### src/rtl/lsu_pkg.sv
// Shared definitions for the load/store initiator:
// RV32I width codes and FSM state encoding.
package lsu_pkg;

  localparam logic [2:0] F3_B  = 3'b000;
  localparam logic [2:0] F3_H  = 3'b001;
  localparam logic [2:0] F3_W  = 3'b010;
  localparam logic [2:0] F3_BU = 3'b100;
  localparam logic [2:0] F3_HU = 3'b101;

  typedef enum logic [1:0] {
    IDLE,
    ACCESS,
    MERGE,
    DONE
  } state_e;

endpackage

### src/rtl/lsu_align.sv
// Lane datapath: load byte/half extract with sign/zero
// extension, and store byte/half merge into a full word.
module lsu_align
  import lsu_pkg::*;
#(
  parameter int WIDTH = 32
) (
  input  logic [2:0]       funct3,
  input  logic [1:0]       lane,
  input  logic [WIDTH-1:0] ld_word,
  input  logic [WIDTH-1:0] st_base,
  input  logic [WIDTH-1:0] wdata,
  output logic [WIDTH-1:0] ld_data,
  output logic [WIDTH-1:0] st_word
);

  logic [7:0]  byte_v;
  logic [15:0] half_v;

  always_comb begin
    byte_v  = ld_word[{lane, 3'b000} +: 8];
    half_v  = ld_word[{lane[1], 4'b0000} +: 16];
    ld_data = ld_word;
    unique case (funct3)
      F3_B:    ld_data = {{(WIDTH-8){byte_v[7]}}, byte_v};
      F3_BU:   ld_data = {{(WIDTH-8){1'b0}}, byte_v};
      F3_H:    ld_data = {{(WIDTH-16){half_v[15]}}, half_v};
      F3_HU:   ld_data = {{(WIDTH-16){1'b0}}, half_v};
      default: ld_data = ld_word;
    endcase
  end

  // Only the addressed lane of the old word is replaced
  always_comb begin
    st_word = wdata;
    unique case (funct3[1:0])
      2'b00: begin
        st_word = st_base;
        st_word[{lane, 3'b000} +: 8] = wdata[7:0];
      end
      2'b01: begin
        st_word = st_base;
        st_word[{lane[1], 4'b0000} +: 16] = wdata[15:0];
      end
      default: st_word = wdata;
    endcase
  end

endmodule

### src/rtl/lsu_mem_initiator.sv
// Load/store initiator on a word-only data memory port;
// sub-word stores are done as read-modify-write.
module lsu_mem_initiator
  import lsu_pkg::*;
#(
  parameter int WIDTH       = 32,
  parameter int DEPTH_WORDS = 64
) (
  input  logic             clk,
  input  logic             reset,
  input  logic             req,
  input  logic             is_store,
  input  logic [2:0]       funct3,
  input  logic [WIDTH-1:0] addr,
  input  logic [WIDTH-1:0] wdata,
  output logic             busy,
  output logic             done,
  output logic             err,
  output logic [WIDTH-1:0] rdata,
  output logic [WIDTH-1:0] mem_a,
  output logic             mem_we,
  output logic [WIDTH-1:0] mem_wd,
  input  logic [WIDTH-1:0] mem_rd
);

  localparam logic [WIDTH-1:0] LIMIT =
    WIDTH'(DEPTH_WORDS * 4);

  state_e           state_q, state_d;
  logic             is_store_q, is_store_d;
  logic [2:0]       f3_q, f3_d;
  logic [WIDTH-1:0] addr_q, addr_d;
  logic [WIDTH-1:0] wdata_q, wdata_d;
  logic [WIDTH-1:0] word_q, word_d;
  logic [WIDTH-1:0] rdata_q, rdata_d;
  logic             err_q, err_d;

  logic             f3_bad, mis, bad;
  logic [WIDTH-1:0] ld_data, st_word;

  lsu_align #(.WIDTH(WIDTH)) u_align (
    .funct3  (f3_q),
    .lane    (addr_q[1:0]),
    .ld_word (mem_rd),
    .st_base (word_q),
    .wdata   (wdata_q),
    .ld_data (ld_data),
    .st_word (st_word)
  );

  // Request screening happens before any memory access
  always_comb begin
    if (is_store)
      f3_bad = !(funct3 inside {F3_B, F3_H, F3_W});
    else
      f3_bad = !(funct3 inside
        {F3_B, F3_H, F3_W, F3_BU, F3_HU});
    mis = 1'b0;
    unique case (1'b1)
      (funct3[1:0] == 2'b01): mis = addr[0];
      (funct3[1:0] == 2'b10): mis = |addr[1:0];
      default:                mis = 1'b0;
    endcase
    bad = f3_bad | mis | (addr >= LIMIT);
  end

  always_comb begin
    state_d    = state_q;
    is_store_d = is_store_q;
    f3_d       = f3_q;
    addr_d     = addr_q;
    wdata_d    = wdata_q;
    word_d     = word_q;
    rdata_d    = rdata_q;
    err_d      = err_q;
    mem_we     = 1'b0;
    mem_wd     = '0;
    unique case (state_q)
      IDLE: begin
        if (req) begin
          is_store_d = is_store;
          f3_d       = funct3;
          addr_d     = addr;
          wdata_d    = wdata;
          err_d      = bad;
          state_d    = bad ? DONE : ACCESS;
        end
      end
      ACCESS: begin
        if (!is_store_q) begin
          rdata_d = ld_data;
          state_d = DONE;
        end else if (f3_q[1:0] == 2'b10) begin
          mem_we  = 1'b1;
          mem_wd  = wdata_q;
          state_d = DONE;
        end else begin
          word_d  = mem_rd;
          state_d = MERGE;
        end
      end
      MERGE: begin
        mem_we  = 1'b1;
        mem_wd  = st_word;
        state_d = DONE;
      end
      DONE: state_d = IDLE;
      default: state_d = IDLE;
    endcase
  end

  always_ff @(posedge clk or posedge reset) begin
    if (reset) begin
      state_q    <= IDLE;
      is_store_q <= 1'b0;
      f3_q       <= '0;
      addr_q     <= '0;
      wdata_q    <= '0;
      word_q     <= '0;
      rdata_q    <= '0;
      err_q      <= 1'b0;
    end else begin
      state_q    <= state_d;
      is_store_q <= is_store_d;
      f3_q       <= f3_d;
      addr_q     <= addr_d;
      wdata_q    <= wdata_d;
      word_q     <= word_d;
      rdata_q    <= rdata_d;
      err_q      <= err_d;
    end
  end

  assign busy  = (state_q != IDLE);
  assign done  = (state_q == DONE);
  assign err   = done & err_q;
  assign rdata = rdata_q;
  assign mem_a = {2'b00, addr_q[WIDTH-1:2]};

endmodule

### config.mk
export PLATFORM = sky130hd
export DESIGN_NAME = lsu_mem_initiator
export DESIGN_NICKNAME = d
export VERILOG_FILES = /design/src/rtl/lsu_pkg.sv /design/src/rtl/lsu_align.sv /design/src/rtl/lsu_mem_initiator.sv
export SDC_FILE = /design/constraint.sdc
export NUM_CORES = 1
export LEC_CHECK = 0
export CORE_MARGIN = 2
export CORE_UTILIZATION = 45
export CTS_BUF_LIST = sky130_fd_sc_hd__clkbuf_8
export CTS_CLUSTER_SIZE = 12
export DETAILED_ROUTE_END_ITERATION = 8
export PLACE_DENSITY = 0.74
export SLEW_MARGIN = 20
export SYNTH_ARGS = -nofsm -noshare
export SYNTH_HDL_FRONTEND = slang
export SYNTH_SLANG_ARGS = --single-unit
### constraint.sdc
create_clock -name clk -period 5.6 [get_ports clk]
set_clock_uncertainty 0.15 [all_clocks]
set_input_delay 0.56 -clock clk [delete_from_list [all_inputs] [get_ports clk]]
set_output_delay 0.56 -clock clk [all_outputs]
set_load 0.03 [all_outputs]
==> results by group, run 1 <==
Final layout
  • Fillers: ~1400
  • Commonest non-fill, non-tap cell in the layout: clkdlybuf4s50_1
  • Net count, final: 968
  • N_diodes: 0
  • Layout cells sized above 1: 0.1965
  • Leading cell types in the layout, fill and taps excluded: clkdlybuf4s50_1 (200), dfrtp_1 (135), mux2_2 (118)
  • Layout area overhead: 30.27%
  • Final Core Density: 0.5941

Placed design
  • DP HPWL: 16450 um
  • GP Congestion: 0.9056
  • # port buffers: 200

Detailed routing
  • Detailed Route Iter0 Violations: approximately 660
  • Routed Antenna Nets: 0
  • WL final: roughly 22000 um
  • DR vias: 6373
  • Vias per std cell: 5.874
  • Routed wire per std cell: 20.63 um
  • Drt pass-1 iters: 6
  • DRC viols: 0

Floorplan
  • Core ar.: approximately 0.016 mm^2
  • Number of core rows: 47
  • Die H: 133.2 um
  • Die ar.: ~0.018 mm^2
  • IO Count: 203
  • Initial Util: 0.4561
  • Die Span X: around 130 um

CTS
  • CTS Sinks: 135
  • H-tree levels: 4
  • Clk buf depth: 2
  • Skew-Pair Late Insertion Delay: approximately 0.45 ns
  • Resized Gates After CTS: 0
  • TritonCTS clock tree: yes
  • Num CTS Buffers: 17
  • Hold buffer count at cts: 0
  • Clock transition at path regs: 0.08 ns
  • Post-CTS setup buffers: 0
  • CTS root buffer: clkbuf_8

Setup path
  • Crit Path Class: reg2out
  • Startpoint Class: flop
  • Crit-path max FO: 35
  • Crit path cell chain: nand2_1, a21oi_1, a222oi_1, nor3_1, clkdlybuf4s50_1
  • Crit. End Element: primary output
  • Slowest-stage cell, CP: dfrtp_1
  • Max incr delay on CP: 1.10 ns
  • Worst EP arrival: 3.72 ns
  • Required @ worst endpoint: 4.89 ns

Power and ir drop
  • Peak supply drop: 0.0003018 V
  • PwrDens: between 600 and 700 mW/mm^2
  • LEAKAGE: a little under 4 nW

Global routing
  • Initial antenna violation count: 0
  • Total GRT Usage: 0.2517
  • GRT overflow: 0
  • First-pass GRT wire length: 34500 um
  • Vias in the first global route: around 6200
  • Pin count of the biggest net entering global routing: 55

Timing
  • Final hold vios: 0
  • Peak Freq: 225.6 MHz
  • Crit path time final: 4.433 ns
  • Worst-Margin Slew: 1.138 ns
  • Relative slew slack: 0.2416
  • Pins over their slew limit: 0
  • TNS Setup: 0 ns
  • Final Cycle Share: 0.7916
  • Setup violators final: 0
  • RSZ-0062 raised after global routing: no

Logic synthesis
  • Area share of the largest cell type after synthesis: 0.4499
  • Yosys reg bits: approximately 140
  • Top_reg_cell synth: dfrtp_1
  • Ys Warns: 0
  • Mapped Avg Cell Area: 10.55 um^2
  • Synth Instances: 712
  • Yosys cell types: 56
  • Cell area after synthesis: around 0.0075 mm^2
  • Seq/Total Area, Yosys: 0.4499
  • Area leader, netlist: dfrtp_1
  • Ys async rst share: 1.000
  • EDFF count, synth: 0
  • Area contributors post-synth: dfrtp_1 (45%), mux2_2 (18%), a21oi_1 (4.6%)

Status
  • Status: complete, no violations

Job
  • MaxCap Viol Count: 0

Worst hold path
  • Class of the worst hold path: in2async
## cells by family (layout without fill, tap and decap cells)
family,after synthesis,after routing,synth area share
AOI/OAI and AO/OA,177,177,0.1591
adders and majority gates,13,13,0.02166
buffers and inverters,108,260,0.07481
DFF,135,135,0.4499
muxes,128,128,0.1919
other,1,2,0.0004994
and+or+nand+nor,150,150,0.1021
## synthesized netlist by cell type (13+ instances only)
library cell  count
a21oi_1          69
a22oi_1          14
buf_4            36
clkbuf_1         30
dfrtp_1         135
ha_1             13
inv_1            20
mux2_2          118
nand2_1          48
nor2_1           24
o21ai_0          20
o221ai_1         14
## cell type report
type / count / area (um^2) / area share
multi-input cells: 470 / 3581 / 0.3660
flip-flops and latches: 135 / 3378 / 0.3453
repair buffers: 207 / 2054 / 0.2100
well taps: 220 / 275.3 / 0.02814
clock buffers: 17 / 234.0 / 0.02392
clock inverters: 15 / 178.9 / 0.01829
inverters: 21 / 81.33 / 0.008313
## per-layer routing
layer / up-vias / GRT usage / wire length, um
li1: 2870 / - / -
met3: 37 / 0.08447 / 2155
met1: 3145 / 0.3223 / 9242
met4: 0 / 0.08452 / 475
met5: - / 0 / 0
met2: 321 / 0.4036 / 10510
## sequential cells by signal (all words and copies together) (netlist names)
register	flops
addr_q	32
state_q	2
err_q	1
wdata_q	32
f3_q	3
rdata	32
is_store_q	1
word_q	32
## worst max-delay path: cells and delay by family (launching register included)
kind | cells | cell delay [ns]
compound gates | 2 | 0.72
buf+inv | 1 | 0.75
flops | 1 | 1.10
simple gates | 2 | 0.70
## stage by stage
stage          hold slack [ns]  cells  setup slack, ns  total power, mW  instance area, um^2
4_1_cts                 0.3021   1085            1.234            6.274                 9781
2_1_floorplan           0.2924    713            1.279            4.347                 7513
6_report                0.3091   1085            1.167            6.286                 9783
3_5_place_dp            0.3192   1053            1.764            5.410                 9368
3_3_place_gp            0.3065   1053            1.834            5.366                 9368
5_1_grt                 0.3481   1085           0.9779            6.625                 9783
## power by group
part / switching, mW / internal (mW)
Sequential: 0.521 / 1.48
Combinational: 1.89 / 1.54
Clock: 0.407 / 0.442
Total: 2.82 / 3.47
## worst paths after layout
check / cells after the start / from / endpoint / slack (ns)
max reg2reg: 3 / f3_q[1] / word_q[2] / 2.67
min: 2 / reset / addr_q[7] / 0.31
max: 5 / f3_q[0] / mem_wd[11] / 1.17
min reg2reg: 2 / err_q / err_q / 0.33
min in group clk: 2 / err_q / err_q / 0.33
max in group asynchronous: 3 / reset / wdata_q[29] / 3.89
No activity file was read; power rests on OpenSTA's default activity.
==> run 2: changes to the inputs <==
Clock period 5.6 ns to 4.48 ns, I/O delays scaled along.
==> run 2 against run 1 <==
Cell count is 0.65% higher. Highest routed layer unchanged. Core utilization up 0.87 points. Die area stayed put. Worst setup slack lost 0.67 ns. Count of clock-buffer cells in the layout is the same. Non-clock buffer count is 7 higher. Combinational power rose by 27%. First-iteration DRC count fell by 22%. Design area is 1.5% higher.
==> results by group, run 2 (synthesized netlist as in run 1, its figures left out) <==
Global routing
  • Vias in the first global route: 6451 (+3.9%)
  • Met2 Usage GRT: 0.4203 (+0.01670)
  • Initial antenna violation count: 0 (unchanged)
  • First-pass GRT wire length: 35520 um (+3.0%)
  • Met1 Resource Use GR: 0.3338 (+0.01154)
  • GR Util met3: 0.07686 (-0.007610)
  • GRT overflow: 0 (unchanged)
  • GR peak layer: met2
  • Total GRT Usage: 0.2594 (+0.007649)
  • Pin count of the biggest net entering global routing: 55 (unchanged)

Floorplan
  • Number of core rows: 47 (unchanged)
  • Initial Util: 0.4561 (unchanged)
  • Die H: 133.2 um (unchanged)
  • Die ar.: 0.01774 mm^2 (unchanged)
  • Core ar.: 0.01647 mm^2 (unchanged)
  • IO Count: 203 (unchanged)
  • Die Span X: 133.2 um (unchanged)

CTS
  • Hold buffer count at cts: 0 (unchanged)
  • Resized Gates After CTS: 0 (unchanged)
  • CTS root buffer: clkbuf_8
  • Clock transition at path regs: 0.08 ns (about the same)
  • CTS Sinks: 135 (unchanged)
  • TritonCTS clock tree: yes
  • Clk buf depth: 2 (unchanged)
  • Skew-Pair Late Insertion Delay: 0.45 ns (about the same)
  • Num CTS Buffers: 17 (unchanged)
  • H-tree levels: 4 (unchanged)
  • Post-CTS setup buffers: 0 (unchanged)

Timing
  • Relative slew slack: 0.3908 (+0.1492)
  • Worst-Margin Slew: 0.8908 ns (-0.2468 ns)
  • Pins over their slew limit: 0 (unchanged)
  • Final worst setup slack: 0.4980 ns (-0.6690 ns)
  • Crit path time final: 3.982 ns
  • TNS Setup: 0 ns (unchanged)
  • Final hold vios: 0 (unchanged)
  • Setup violators final: 0 (unchanged)
  • Peak Freq: 251.1 MHz
  • RSZ-0062 raised after global routing: no
  • Final Cycle Share: 0.8888

Power and ir drop
  • Peak supply drop: 0.0005105 V (+69%)
  • LEAKAGE: 4.092 nW (+3.3%)
  • PwrDens: 804.9 mW/mm^2 (+25%)

Detailed routing
  • DRC viols: 0 (unchanged)
  • Vias per std cell: 5.702 (-2.9%)
  • Drt pass-1 iters: 5 (-1)
  • Routed Antenna Nets: 0 (unchanged)
  • Routed wire per std cell: 20.26 um (-1.8%)
  • WL final: 22130 um (-1.2%)
  • Detailed Route Iter0 Violations: 513 (-22%)
  • DR vias: 6227 (-2.3%)

Final layout
  • Finished Layout Cells: 1092 (+0.65%)
  • N_diodes: 0 (unchanged)
  • Commonest non-fill, non-tap cell in the layout: clkdlybuf4s50_1
  • Sequential standard cell area: 0.003378 mm^2 (unchanged)
  • Multi-input logic area: 0.003581 mm^2 (unchanged)
  • Layout cells sized above 1: 0.2259 (+0.02939)
  • Fillers: 1424 (-0.49%)
  • Layout area overhead: 32.19%
  • Leading cell types in the layout, fill and taps excluded: clkdlybuf4s50_1 (178), dfrtp_1 (135), mux2_2 (118)
  • Net count, final: 975 (+0.72%)
  • Finished layout cell area: 0.009927 mm^2 (+1.5%)

Setup path
  • Required @ worst endpoint: 3.88 ns (-1.01 ns)
  • Reg2reg start: state_q[1]
  • Startpoint Class: flop
  • Worst EP arrival: 3.38 ns (-0.34 ns)
  • R2R depth: 7 (+4)
  • Crit-path max FO: 13 (-63%)
  • CP Launch Point: addr_q[0]
  • Crit. End Element: primary output
  • Crit Path Class: reg2out

Placed design
  • Post-Place Cells: 1060 (+0.66%)
  • # port buffers: 200 (unchanged)
  • DP HPWL: 16350 um (-0.62%)
  • GP Congestion: 0.8551 (-5.6%)
  • Pre-CTS setup slack: 1.040 ns (-0.7239 ns)
  • DP Area: 0.009468 mm^2 (+1.1%)

Job
  • MaxCap Viol Count: 0 (unchanged)

Worst hold path
  • Class of the worst hold path: in2async

Status
  • Status: complete, no violations
==> run 2: metal layers <==
layer | up-vias | routed length, um
met5 | - | 0
met3 | 32 | 2032
met4 | 0 | 447
li1 | 2886 | -
met2 | 297 | 10520
met1 | 3012 | 9131
==> run 2: metrics by stage <==
stage	power, mW	util	hold WS [ns]
after floorplan	5.434	-	0.2924
after global placement	6.733	0.5748	0.3105
after detailed placement	6.805	0.5750	0.3182
after CTS	8.006	0.6029	0.2997
after global routing	8.485	0.6029	0.3453
final	7.990	0.6029	0.2922
==> run 2: worst paths after layout <==
check	slack (ns)	endpoint
max reg2reg	1.75	rdata[15]
min reg2reg	0.34	err_q
max in group asynchronous	3.03	word_q[13]
min	0.29	addr_q[7]
max	0.50	mem_wd[16]
min in group clk	0.34	err_q
==> run 2: area by class of cell <==
| cell class | instances | area share |
|---|---|---|
| clock buffer | 17 | 0.02357 |
| clock inverter | 15 | 0.02269 |
| inverter | 21 | 0.008193 |
| multi-input combinational | 470 | 0.3607 |
| sequential | 135 | 0.3403 |
| tap | 220 | 0.02773 |
| timing repair buffer | 214 | 0.2168 |
==> run 2: power by group <==
group	total, mW	internal (mW)	switching [mW]
combinational	4.37	1.97	2.41
sequential	2.45	1.85	0.595
clock	1.17	0.666	0.501
==> run 2: worst max-delay path: stages, from the launching register on <==
cell and delay [ns]:
dfrtp_1 0.56, inv_1 0.16, ha_1 0.34, nor3b_1 0.41, and3_1 0.42, a22oi_1 0.12
o221ai_1 0.21, clkdlybuf4s50_1 0.71
